**config.mk**
```make
export PLATFORM = sky130hd
export DESIGN_NAME = spi_fl_read_seq
export DESIGN_NICKNAME = d
export VERILOG_FILES = /design/src/rtl/spi_fl_read_seq.sv
export SDC_FILE = /design/constraint.sdc
export NUM_CORES = 1
export LEC_CHECK = 0
export ABC_AREA = 1
export CORE_MARGIN = 5
export CORE_UTILIZATION = 50
export DETAILED_ROUTE_END_ITERATION = 8
export DONT_BUFFER_PORTS = 1
export GPL_ROUTABILITY_DRIVEN = 0
export PLACE_DENSITY_LB_ADDON = 0.12
export REMOVE_ABC_BUFFERS = 1
export SYNTH_ARGS = -nofsm -noshare
export SYNTH_HDL_FRONTEND = slang
export SYNTH_SLANG_ARGS = --single-unit
```
**constraint.sdc**
```tcl
create_clock -name clk -period 4.2 [get_ports clk]
set_input_delay 0.42 -clock clk [delete_from_list [all_inputs] [get_ports clk]]
set_output_delay 0.42 -clock clk [all_outputs]
set_load 0.01 [all_outputs]
```
**src/rtl/spi_fl_read_seq.sv**
```systemverilog
// Burst-read sequencer: splits one (start_addr, nbytes) request into single-byte
// SPI flash READ transactions and packs the returned bytes into 32-bit words.
module spi_fl_read_seq #(
    parameter logic [7:0] READ_CMD    = 8'h03,
    parameter int         TIMEOUT_CYC = 4096,
    parameter int         CNT_W       = 16
) (
    input  logic             clk,
    input  logic             rst,
    input  logic             start,
    input  logic [23:0]      start_addr,
    input  logic [CNT_W-1:0] nbytes,
    output logic             busy,
    output logic             done,
    output logic             err_timeout,
    output logic [31:0]      word_out,
    output logic             word_valid,
    input  logic             word_ready,
    output logic [7:0]       m_command,
    output logic [23:0]      m_address,
    output logic [7:0]       m_data_in,
    output logic             m_validflag,
    input  logic [7:0]       m_data_out,
    input  logic             m_validflag_out
);

    localparam int WC_W = $clog2(TIMEOUT_CYC + 1);

    typedef enum logic [2:0] {IDLE, ISSUE, WAIT, OUT, DONE} state_t;

    state_t           state, state_n;
    logic [23:0]      cur_addr;
    logic [CNT_W-1:0] remaining;
    logic [1:0]       lane;
    logic             vfo_q;
    logic [WC_W-1:0]  wait_cnt;
    logic             strobe;
    logic             timeout_hit;

    // The master may hold validflag_out for several cycles; only its rising edge is a byte.
    assign strobe      = (state == WAIT) && m_validflag_out && !vfo_q;
    assign timeout_hit = (state == WAIT) && !strobe && (wait_cnt == WC_W'(TIMEOUT_CYC - 1));

    assign busy        = (state != IDLE);
    assign done        = (state == DONE);
    assign word_valid  = (state == OUT);
    assign m_validflag = (state == ISSUE);
    assign m_command   = READ_CMD;
    assign m_address   = cur_addr;
    assign m_data_in   = 8'h00;

    always_ff @(posedge clk or posedge rst) begin
        if (rst) state <= IDLE;
        else     state <= state_n;
    end

    always_comb begin
        state_n = state;
        case (state)
            IDLE:  if (start) state_n = (nbytes != '0) ? ISSUE : DONE;
            ISSUE: state_n = WAIT;
            WAIT: begin
                if (strobe)
                    state_n = (lane == 2'd3 || remaining == CNT_W'(1)) ? OUT : ISSUE;
                else if (timeout_hit)
                    state_n = DONE;
            end
            // Holding here while a word is pending is what stalls further reads.
            OUT:   if (word_ready) state_n = (remaining == '0) ? DONE : ISSUE;
            DONE:  state_n = IDLE;
            default: state_n = IDLE;
        endcase
    end

    always_ff @(posedge clk or posedge rst) begin
        if (rst) begin
            cur_addr    <= '0;
            remaining   <= '0;
            lane        <= '0;
            word_out    <= '0;
            err_timeout <= 1'b0;
            vfo_q       <= 1'b0;
            wait_cnt    <= '0;
        end else begin
            vfo_q    <= m_validflag_out;
            wait_cnt <= (state == WAIT) ? wait_cnt + 1'b1 : '0;
            case (state)
                IDLE: begin
                    if (start) begin
                        cur_addr    <= start_addr;
                        remaining   <= nbytes;
                        lane        <= '0;
                        word_out    <= '0;
                        err_timeout <= 1'b0;
                    end
                end
                WAIT: begin
                    if (strobe) begin
                        word_out[{lane, 3'b000} +: 8] <= m_data_out;
                        cur_addr  <= cur_addr + 24'd1;
                        remaining <= remaining - 1'b1;
                        lane      <= lane + 2'd1;
                    end else if (timeout_hit) begin
                        err_timeout <= 1'b1;
                        word_out    <= '0;
                        lane        <= '0;
                    end
                end
                OUT: begin
                    if (word_ready) begin
                        lane     <= '0;
                        word_out <= '0;
                    end
                end
                default: ;
            endcase
        end
    end

endmodule
```
Word level (Yosys, flattened, before mapping)
Cells that the tools add are included.
Cells by class
  add/subtract/negate cells: 5
  equal/unequal tests: 13
  shift operators: 2
  mux-type cells: 30
  reduce and logical (&&, ||, !) cells: 17
Operators with widths (number)
  two-way mux 32 bit: 4
  case mux 32 bit (3 select lines): 1
  two-way mux 24 bit: 2
  case mux 24 bit (2 select lines): 1
  bitwise mux 32 bit: 1
  two-way mux 16 bit: 2
  case mux 16 bit (2 select lines): 1
  variable shift 8 x 7 -> 32 bit (first input constant): 1
  indexed part select 8 x 7 -> 32 bit: 1
  adder 24 x 1 -> 24 bit (second input constant): 1
  two-way mux 3 bit: 6
  equality test 16 x 1 -> 1 bit (second input constant): 1
  logical NOT 16 bit: 1
  nonzero test 16 bit: 1
  subtractor 16 x 1 -> 16 bit (second input constant): 1
  adder 13 x 1 -> 13 bit (second input constant): 1
  equality test 13 x 12 -> 1 bit (second input constant): 1
  two-way mux 13 bit: 1
  case mux 3 bit (4 select lines): 1
  two-way mux 2 bit: 5
  != test 2 bit (second input constant): 4
  AND reduction 4 bit: 2
  negation 5 -> 7 bit: 1
  equality test 3 x 2 -> 1 bit (second input constant): 2
  other kinds (16): 24
Word-level totals
  bits in registers: 92
  bits of input ports: 53
  output and inout bits: 77
  logic and storage cells: 75

Depth between registers and ports, before layout
Gate-level depths: netlist (run 1).
  depth in word-level cells: 9
  mapped depth: 9
  depth with buffers taken out: 9

Worst setup path after synthesis (run 1)
Ideal clock, no wire load.
  path type: register -> register
  from: reg wait_cnt[0]
  to: reg word_out[0]
  library setup time: 0.118 ns
  arrival: 1.432 ns
  required time: 4.082 ns
  setup slack: 2.651 ns
  stages on the path, launching flop included: 9
  path buffers: 0
  clock period less this slack: 1.549 ns
  cell sequence: dfrtp_1 > ha_1 > nand2_1 > nor2_2 > nand4_1 > nand2_1 > nand4_2 > nand2_1 > nand2_1
On the way
  word-level cells in the longest chain between the ends: 4
RTL lines
  start: declaration: RTL line 36  | logic [WC_W-1:0] wait_cnt;
  start signal: assignment: RTL line 86  | wait_cnt <= (state == WAIT) ? wait_cnt + 1'b1 : '0;
  equality test 13 x 12 -> 1 bit: RTL line 42  | assign timeout_hit = (state == WAIT) && !strobe && (wait_cnt == WC_W'(TIMEOUT_CYC - 1));
  logical AND 1 bit: RTL line 42
  != test 3 bit (no line)
  AND reduction 4 bit (no line)
  end signal: indexed assignment: RTL line 99  | word_out[{lane, 3'b000} +: 8] <= m_data_out;
  end: declaration: RTL line 16  | output logic [31:0] word_out,
No other way between the ends.
A chain may end at the register's enable or synchronous reset.

Final worst setup path (run 1)
  from: reg state[0]
  to: reg cur_addr[10], in the netlist m_address[10]
On the way
  word-level cells in the longest chain between the ends: 5
  elaborated cells on any way between the ends: 9
  those cells by class: 3 x eq/ne; 1 x mux; 5 x reduce/logical
RTL lines
  start: declaration: RTL line 31  | state_t state, state_n;
  start signal: assignment: RTL line 54  | else state <= state_n;
  equality test 3 x 2 -> 1 bit: RTL line 41, 87
  logical AND 1 bit (2 in series): RTL line 41  | assign strobe = (state == WAIT) && m_validflag_out && !vfo_q;
  != test 2 bit (no line)
  AND reduction 3 bit (no line)
  end signal: assignment: RTL line 90  | cur_addr <= start_addr;
  end signal: assignment: RTL line 100  | cur_addr <= cur_addr + 24'd1;
  end: declaration: RTL line 32  | logic [23:0] cur_addr;
Parallel ways exist; a longest one is shown, timed or not.

==> results of run 1 <==
==> flip-flops by register name, summed over array words and instances, names as in the netlist <==
name,count
word_out,32
m_address,24
remaining,16
wait_cnt,13
state,3
lane,2
err_timeout,1
vfo_q,1
==> worst max path at each step <==
stage / from / end / slack, ns / depth (start not counted)
after floorplan: rst / err_timeout / 1.39 / 1
after global placement: state[0] / remaining[9] / 2.10 / 5
after detailed placement: state[0] / m_address[10] / 2.02 / 5
after CTS: state[0] / m_address[10] / 2.01 / 5
after global routing: state[0] / remaining[9] / 1.79 / 5
final: state[0] / m_address[10] / 2.02 / 5
==> power by group through the flow <==
| stage | Clock, mW | Sequential, mW | Combinational (mW) |
|---|---|---|---|
| 2_1_floorplan | 0 | 1.45 | 1.38 |
| 3_5_place_dp | 0 | 1.57 | 1.78 |
| 4_1_cts | 0.596 | 1.55 | 1.79 |
| 5_1_grt | 0.633 | 1.59 | 2.05 |
| 6_report | 0.586 | 1.55 | 1.77 |
| 3_3_place_gp | 0 | 1.56 | 1.74 |
==> final cells by class <==
cell class / count / area (um^2) / share of cell area, %
multi-input cells: 599 / 2810 / 48.9
flip-flops and latches: 92 / 2300 / 40.0
inverters: 68 / 256 / 4.46
well taps: 140 / 175 / 3.05
clock buffers: 10 / 128 / 2.22
clock inverters: 6 / 55.1 / 0.958
repair buffers: 3 / 22.5 / 0.392
==> layer usage <==
metal  wire length (um)  global-route usage (%)  vias to the layer above
met4                159                    6.03                        0
li1                   -                       -                     2443
met3                959                    5.42                       13
met1               6090                    28.5                     2252
met2               6550                    34.5                      130
met5                  0                       0                        -
==> per-stage QoR <==
| stage | instances | power [mW] | hold WS [ns] |
|---|---|---|---|
| after floorplan | 759 | 2.83 | 0.433 |
| after global placement | 902 | 3.30 | 0.452 |
| after detailed placement | 902 | 3.35 | 0.452 |
| after CTS | 918 | 3.93 | 0.0565 |
| after global routing | 918 | 4.27 | 0.0412 |
| final | 918 | 3.91 | 0.0665 |
==> kinds of logic (layout without fill, tap and decap cells) <==
kind of cell	Yosys count	in the layout
other cells	2	16
simple gates	460	460
fa+ha+maj	10	10
buf+inv	103	87
compound gates	102	102
flops	92	92
xor+xnor	11	11
==> worst max-delay path: stages, from the launching register on <==
cell     delay [ns]
dfrtp_1        0.44
inv_2          0.11
nand3_2        0.23
a21oi_4        0.93
o21ai_0        0.21
o21ai_1        0.18
==> Yosys cell counts, types with 3 or more instances <==
master      n  share of area (%)
a21oi_1    31                2.8
buf_1       6               0.41
buf_2       6               0.54
buf_4      18                2.4
clkbuf_1    5               0.34
dfrtp_1    92                 42
ha_1       10                2.3
inv_1      65                4.4
inv_2       3               0.20
nand2_1   287                 20
nand3_1    54                4.9
nand4_1    10                1.1
nand4_2     4               0.91
nor2_1     81                5.5
nor3_1      8               0.73
nor3_4      4                1.2
o21a_1     13                1.8
o21ai_0    42                3.8
o21ai_1    10               0.91
or2_2       4               0.45
xnor2_1     4               0.63
xor2_1      7                1.1
==> summary.txt, run 1 <==
Status
  • Run status: complete, no violations

Logic synthesis
  • Most frequently used flop master after synthesis: dfrtp_1
  • Syn Area/Cell: 7.08 um^2
  • EDFF count, synth: 0
  • Simple-gate portion of the synthesized area: 35.6%
  • Synth cell types: 33
  • Post-synthesis mux area share: 0%
  • #FFs+latches synth: 92
  • Synth Area in Adders: 2.27%
  • Post-synthesis xor/xnor area fraction: 1.74%
  • Compound-Gate Fraction of Synth Area: 10.2%
  • Largest family of logic cells by synthesized area: simple AND/OR/NAND/NOR gates
  • Fraction of registers with async set/reset: 100%
  • Cells after synthesis: 780
  • Yosys warns: 0
  • Post-synthesis sequential area ratio: 41.7%
  • Synthesized cell area: 5520 um^2

Floorplan
  • Row cnt: 38
  • Core ar.: 10800 um^2
  • DIE AREA: 13200 um^2
  • Die W: 115 um
  • Total I/O pin count: 130
  • Starting density of the core: 50.9%
  • Die Ht: 115 um

Timing
  • Final Hold Fails: 0
  • Final WS setup: 2.02 ns
  • Relative slew slack: 27.0%
  • Max Freq: 458 MHz
  • Final period util: 51.9%
  • Setup_tns: 0 ns
  • Final setup violation count: 0
  • Final clock skew: 0.0161 ns
  • RSZ-0062 raised after global routing: false
  • Final Max Slew Viols: 0
  • Tightest Pin Transition: 1.09 ns
  • Final min period: 2.18 ns

Clock tree
  • Post-CTS Hold Fix Bufs: 0
  • Total setup buffers inserted after CTS: 0
  • Longest Clk Path Bufs: 2
  • Root Buffer: clkbuf_8
  • CTS sink count: 92
  • Clock Pin Slew Worst Setup and Hold Paths: 0.10 ns
  • CTS Buf Count: 9
  • CTS tree: built
  • H-tree lvl count: 3
  • Post_cts resized: 0
  • Skew-Pair Late Insertion Delay: 0.38 ns

Global routing
  • Gr ovfl total: 0
  • Initial antenna violation count: 0
  • GR Util All Layers: 21.3%
  • Vias in the first global route: 4594
  • Largest net degree at the start of global routing: 62
  • First-pass GRT wire length: 22.8 mm

Placed design
  • Area after DPL: 5570 um^2
  • IO buf count: 0
  • Pre-CTS setup slack: 2.02 ns
  • DP Wirelength: 10.0 mm

Drt
  • DR iter-0 viols: 309
  • Final WL: 13.8 mm
  • ANT nets after route: 0
  • Remaining DRCs: 0
  • Routed vias: 4838
  • Vias/cell: 5.27
  • Drt first pass iters: 4
  • DR WL/cell: 15.0 um

Layout
  • Fin util: 53.0%
  • P&R area growth vs syn: 4.12%
  • Fill count: 1092
  • Final instance area: 5750 um^2
  • Most common cell after layout, fill and taps aside: nand2_1
  • Nets: 836
  • Share of cells above drive strength 1: 5.53%
  • Antenna cells: 0
  • Most frequent cells in the layout: nand2_1 (287), dfrtp_1 (92), nor2_1 (81)

Worst setup path
  • Reg2reg start: state[0]
  • WP data arrival: 2.48 ns
  • Critical R2R Capture: m_address[10]
  • Startpoint Class: register
  • Reg2reg setup slack: 2.02 ns
  • Critical Path RT: 4.50 ns
  • CP Capture Type: register
  • R2R depth: 5
  • Crit path kind: reg2reg
  • Crit path max fanout: 43

Pwr
  • Pwr/cell area: 680 nW/um^2
  • Pleak: 2.84 nW
  • Peak VDD IR: 0.314 mV
  • Clock share of power: 15.0%
  • Switching power total: 1.99 mW
  • Cell-internal power: 1.92 mW
  • Net Sw Frac: 51.0%
  • Logic pwr share: 45.4%
  • Seq pwr share: 39.6%

Min path
  • Worst hold path stage count: 0
  • Worst Hold Class: in2reg
  • Worst hold start: m_validflag_out
  • Hold EP: vfo_q

Job
  • Max-cap violation count: 0
Note: power is estimated with default switching activity, not from simulation.
==> run 2: changes to the inputs <==
==> constraint.sdc (replaced) <==
create_clock -name clk -period 2 [get_ports clk]
set_input_delay 0.2 -clock clk [delete_from_list [all_inputs] [get_ports clk]]
set_output_delay 0.2 -clock clk [all_outputs]
set_load 0.01 [all_outputs]
==> run 2 against run 1 <==
Via count increased by 3.2%; clock-buffer cell count decreased by 1; sequential power increased by 100%; worst hold slack got worse by 0.040 ns; routed wire length increased by 4.0%; cell count increased by 2.8%; die area unchanged; global-route usage increased by 0.80 points; sequential cell count unchanged; combinational power increased by 130%; critical path type unchanged; largest power group unchanged.
==> summary.txt, run 2 (synthesized netlist as in run 1, its figures left out) <==
Layout
  • Most frequent cells in the layout: nand2_1 (287), dfrtp_1 (92), nor2_1 (81)
  • Largest Register: word_out
  • Share of cells above drive strength 1: 7.09%
  • P&R area growth vs syn: 9.25%
  • Nets: 862
  • Most common cell after layout, fill and taps aside: nand2_1
  • Max FFs per register: 32
  • Antenna cells: 0

Pwr
  • Logic pwr share: 47.4%
  • Switching power total: 4.25 mW
  • Peak VDD IR: 0.598 mV
  • Clock share of power: 15.6%
  • Net Sw Frac: 49.6%
  • Power Total: 8.57 mW
  • Pleak: 2.98 nW
  • Seq pwr share: 37.0%
  • Cell-internal power: 4.32 mW
  • Pwr/cell area: 1420 nW/um^2

Worst setup path
  • Reg2reg setup slack: 0.19 ns
  • Critical R2R Capture: word_out[25]
  • WP data arrival: 2.09 ns
  • Critical Path RT: 2.27 ns
  • R2R depth: 8
  • Worst setup path startpoint: wait_cnt[0]
  • CP Capture Type: register
  • Crit path max fanout: 8
  • Crit path kind: reg2reg
  • Reg2reg start: wait_cnt[0]
  • Startpoint Class: register

Global routing
  • Vias in the first global route: 4827
  • Initial antenna violation count: 0
  • GR Util All Layers: 22.1%
  • Gr ovfl total: 0
  • First-pass GRT wire length: 23.5 mm
  • Largest net degree at the start of global routing: 62

Min path
  • Worst hold path stage count: 4
  • Hold EP: remaining[4]
  • Worst hold start: nbytes[4]
  • Worst Hold Class: in2reg

Timing
  • Max Freq: 552 MHz
  • RSZ-0062 raised after global routing: false
  • Relative slew slack: 57.6%
  • Final period util: 90.6%
  • Final Hold Fails: 0
  • Tightest Pin Transition: 0.631 ns
  • Final WS setup: 0.189 ns
  • Final Max Slew Viols: 0
  • Final clock skew: 0.0118 ns
  • Final min period: 1.81 ns
  • Final setup violation count: 0
  • WHS: 0.0269 ns

Status
  • Run status: complete, no violations

Clock tree
  • Longest Clk Path Bufs: 2
  • CTS tree: built
  • Root Buffer: clkbuf_8
  • CTS sink count: 92
  • Post_cts resized: 0
  • Clock Pin Slew Worst Setup and Hold Paths: 0.09 ns
  • H-tree lvl count: 3
  • Skew-Pair Late Insertion Delay: 0.38 ns
  • CTS Buf Count: 9

Drt
  • Vias/cell: 5.29
  • DR iter-0 viols: 297
  • Drt first pass iters: 5
  • ANT nets after route: 0
  • Remaining DRCs: 0
  • Routed vias: 4993
  • Final WL: 14.3 mm
  • DR WL/cell: 15.2 um

Floorplan
  • Die Ht: 115 um
  • Starting density of the core: 50.9%
  • Row cnt: 38
  • Core ar.: 10800 um^2
  • Total I/O pin count: 130
  • Die W: 115 um
  • DIE AREA: 13200 um^2

Placed design
  • Pre-CTS setup slack: 0.195 ns
  • IO buf count: 0
  • DP Wirelength: 10.3 mm

Job
  • Max-cap violation count: 0
-- run 2: changes by cell type in the layout (fill, tap and decap cells not counted), moves of 2 or more --
| cell | before | now |
|---|---|---|
| dlygate4sd3_1 | 0 | 13 |
| buf_12 | 0 | 3 |
| inv_8 | 2 | 0 |
| buf_4 | 3 | 13 |
| clkinv_4 | 0 | 2 |
-- run 2: how the worst max path moves through the flow --
stage          slack, ns           end
3_5_place_dp        0.20   word_out[5]
5_1_grt           0.0002  word_out[22]
4_1_cts             0.18   word_out[5]
6_report            0.19  word_out[25]
2_1_floorplan      -0.59   err_timeout
3_3_place_gp        0.31   word_out[6]
-- run 2: cell type report --
cell class                 count  area [um^2]
clock buffer                   9          124
clock inverter                 7         76.3
fill                        1017         4810
inverter                      68          256
multi-input combinational    599         2810
sequential                    92         2300
tap                          140          175
timing repair buffer          29          288
-- run 2: worst max-delay path: stages (launching register included) --
cell and delay, ns:
dfrtp_1 0.39, ha_1 0.20, nand2_1 0.08, nor2_2 0.18
nand4_1 0.19, nand2_1 0.22, nand4_2 0.26, nand2_1 0.14
nand2_1 0.05
-- run 2: per-stage QoR --
| stage | util (%) | cell area, um^2 | setup TNS [ns] | cells |
|---|---|---|---|---|
| 6_report | 55.6 | 6030 | 0 | 944 |
| 5_1_grt | 55.6 | 6030 | 0 | 944 |
| 4_1_cts | 55.6 | 6030 | 0 | 944 |
| 3_5_place_dp | 52.6 | 5700 | 0 | 915 |
| 3_3_place_gp | 52.6 | 5700 | 0 | 915 |
| 2_1_floorplan | - | 5370 | -67.07 | 759 |
-- run 2: power by group through the flow --
stage / logic (mW) / clock network (mW) / registers (mW)
detailed placement: 4.04 / 0 / 3.21
CTS: 4.08 / 1.36 / 3.17
finish: 4.06 / 1.33 / 3.17
floorplan: 2.90 / 0 / 3.05
global placement: 3.93 / 0 / 3.19
global route: 4.65 / 1.42 / 3.26
-- run 2: timing repair --
action	CTS	global route
hold buffers	13	0
setup endpoints to repair	0	0
buffers inserted	0	0
endpoints found under the hold margin	48	0
-- run 2: metal layers --
metal  wire length, um  share of wire, %  vias to the layer above  GRT usage [%]
li1                  -                 -                     2488              -
met1              6430                45                     2369           29.5
met5                 0                 0                        -              0
met4               237               1.7                        0           7.90
met3               780               5.5                       15           4.68
met2              6860                48                      121           35.7
==> run 3: changes to the inputs <==
--- a/config.mk
+++ b/config.mk
@@ -7,12 +7,11 @@
 export LEC_CHECK = 0
 export ABC_AREA = 1
 export CORE_MARGIN = 5
-export CORE_UTILIZATION = 50
+export CORE_UTILIZATION = 45
 export DETAILED_ROUTE_END_ITERATION = 8
 export DONT_BUFFER_PORTS = 1
 export GPL_ROUTABILITY_DRIVEN = 0
 export PLACE_DENSITY_LB_ADDON = 0.12
-export REMOVE_ABC_BUFFERS = 1
 export SYNTH_ARGS = -nofsm -noshare
 export SYNTH_HDL_FRONTEND = slang
 export SYNTH_SLANG_ARGS = --single-unit
==> run 3 against run 2 <==
Sequential cell count stayed put; via count is 0.52% higher; final area is 2.4% higher; sequential power hardly changed; routed wire length is 2.5% higher; clock-buffer cell count is 2 higher; cell count is 0.64% higher; sequential share of layout area is 0.90 points lower; utilization is 4.2 points lower; combinational power hardly changed; die area is 10% higher; critical endpoint is now word_out[23]; largest power group unchanged; highest routed layer is now met5.
==> summary.txt, run 3 (synthesized netlist as in run 1, its figures left out) <==
Pwr
  • Seq pwr share: 34.3%
  • Peak VDD IR: 0.601 mV
  • Pwr/cell area: 1500 nW/um^2
  • Logic pwr share: 43.6%
  • Net Sw Frac: 45.7%
  • Pleak: 3.05 nW
  • Clock share of power: 22.1%
  • Power Total: 9.26 mW
  • Cell-internal power: 5.03 mW
  • Switching power total: 4.24 mW

Global routing
  • Initial antenna violation count: 3
  • Gr ovfl total: 0
  • Vias in the first global route: 4947
  • Largest net degree at the start of global routing: 62
  • GR Util All Layers: 20.7%
  • First-pass GRT wire length: 24.3 mm

Clock tree
  • Total setup buffers inserted after CTS: 0
  • CTS sink count: 92
  • Longest Clk Path Bufs: 2
  • H-tree lvl count: 3
  • CTS tree: built
  • Post_cts resized: 0
  • Root Buffer: clkbuf_16
  • Clock Pin Slew Worst Setup and Hold Paths: 0.07 ns
  • Skew-Pair Late Insertion Delay: 0.35 ns
  • CTS Buf Count: 9

Floorplan
  • Row cnt: 40
  • Die W: 121 um
  • Starting density of the core: 46.0%
  • Core ar.: 12000 um^2
  • DIE AREA: 14600 um^2
  • Total I/O pin count: 130
  • Die Ht: 121 um

Worst setup path
  • Startpoint Class: register
  • Crit path kind: reg2reg
  • Critical R2R Capture: word_out[23]
  • Crit path max fanout: 8
  • CP Capture Type: register
  • Reg2reg setup slack: 0.17 ns
  • R2R depth: 8
  • Critical Path RT: 2.24 ns
  • Reg2reg start: wait_cnt[0]
  • WP data arrival: 2.07 ns

Job
  • Max-cap violation count: 0

Layout
  • P&R area growth vs syn: 11.9%
  • Final instance area: 6180 um^2
  • Fin util: 51.4%
  • Most common cell after layout, fill and taps aside: nand2_1
  • Non-filler cells, final: 950
  • Largest Register: word_out
  • Fill count: 1186
  • Max FFs per register: 32
  • Share of cells above drive strength 1: 7.12%
  • Nets: 859
  • Most frequent cells in the layout: nand2_1 (287), dfrtp_1 (92), nor2_1 (81)

Timing
  • WHS: 0.0191 ns
  • Tightest Pin Transition: 0.698 ns
  • Final Max Slew Viols: 0
  • RSZ-0062 raised after global routing: false
  • Final setup violation count: 0
  • Final period util: 91.5%
  • Relative slew slack: 53.4%
  • Setup_tns: 0 ns
  • Final min period: 1.83 ns
  • Final clock skew: 0.00599 ns
  • Max Freq: 546 MHz
  • Final Hold Fails: 0
  • Final WS setup: 0.169 ns

Placed design
  • DP Wirelength: 10.9 mm
  • Area after DPL: 5710 um^2
  • IO buf count: 0
  • Pre-CTS setup slack: 0.166 ns
  • DP Cell Count: 922

Drt
  • Routed vias: 5019
  • Remaining DRCs: 0
  • Vias/cell: 5.28
  • Final WL: 14.7 mm
  • DR iter-0 viols: 275
  • ANT nets after route: 0
  • DR WL/cell: 15.4 um
  • Drt first pass iters: 5

Min path
  • Worst hold start: nbytes[8]
  • Hold EP: remaining[8]
  • Worst Hold Class: in2reg
  • Worst hold path stage count: 2

Status
  • Run status: complete, no violations
==> run 3: cell count changes in the layout (fill, tap and decap cells not counted) <==
cell,delta
clkinv_2,-2
inv_6,-1
clkbuf_8,-7
clkbuf_16,+9
bufinv_16,+2
clkinvlp_4,-1
diode_2,+2
dlygate4sd3_1,-3
==> run 3: worst max path at each step <==
| stage | slack (ns) | start | endpoint |
|---|---|---|---|
| CTS | 0.17 | wait_cnt[0] | word_out[17] |
| detailed placement | 0.17 | wait_cnt[0] | word_out[17] |
| finish | 0.17 | wait_cnt[0] | word_out[23] |
| floorplan | 0.45 | wait_cnt[0] | word_out[0] |
| global placement | 0.23 | wait_cnt[0] | word_out[17] |
| global route | 0.01 | state[2] | m_address[4] |
==> run 3: layer usage <==
metal  GRT usage [%]  wire, um  vias to the layer above
li1                -         -                     2491
met2            33.6      6870                      151
met3            7.16      1230                       26
met1            25.4      6220                     2349
met4            8.07       345                        2
met5               0         7                        -
==> run 3: cell type report <==
class / count / area, um^2 / area share (%)
Clock buffer: 11 / 253 / 4.09
Sequential cell: 92 / 2300 / 37.3
Timing Repair Buffer: 26 / 258 / 4.17
Antenna cell: 2 / 5.00 / 0.0810
Multi-Input combinational cell: 599 / 2810 / 45.5
Inverter: 68 / 259 / 4.19
Clock inverter: 5 / 108 / 1.74
Tap cell: 147 / 184 / 2.98
==> run 3: power by group through the flow <==
stage,registers (mW),clock network [mW],logic [mW]
floorplan,3.03,0,3.10
global placement,3.20,0,3.94
detailed placement,3.21,0,4.03
CTS,3.18,2.09,4.07
global route,3.26,2.18,4.61
finish,3.18,2.05,4.04
==> run 3: critical path, cell delays in order, from the launching register on <==
cell and delay, ns:
dfrtp_1 0.37, ha_1 0.19, nand2_1 0.08, nor2_2 0.15, nand4_1 0.22, nand2_1 0.25
nand4_2 0.25, nand2_1 0.15, nand2_1 0.06
==> run 3: timing repair <==
item	4_1_cts	5_1_grt
hold buffers	10	0
setup endpoints to repair	0	0
endpoints found under the hold margin	43	0
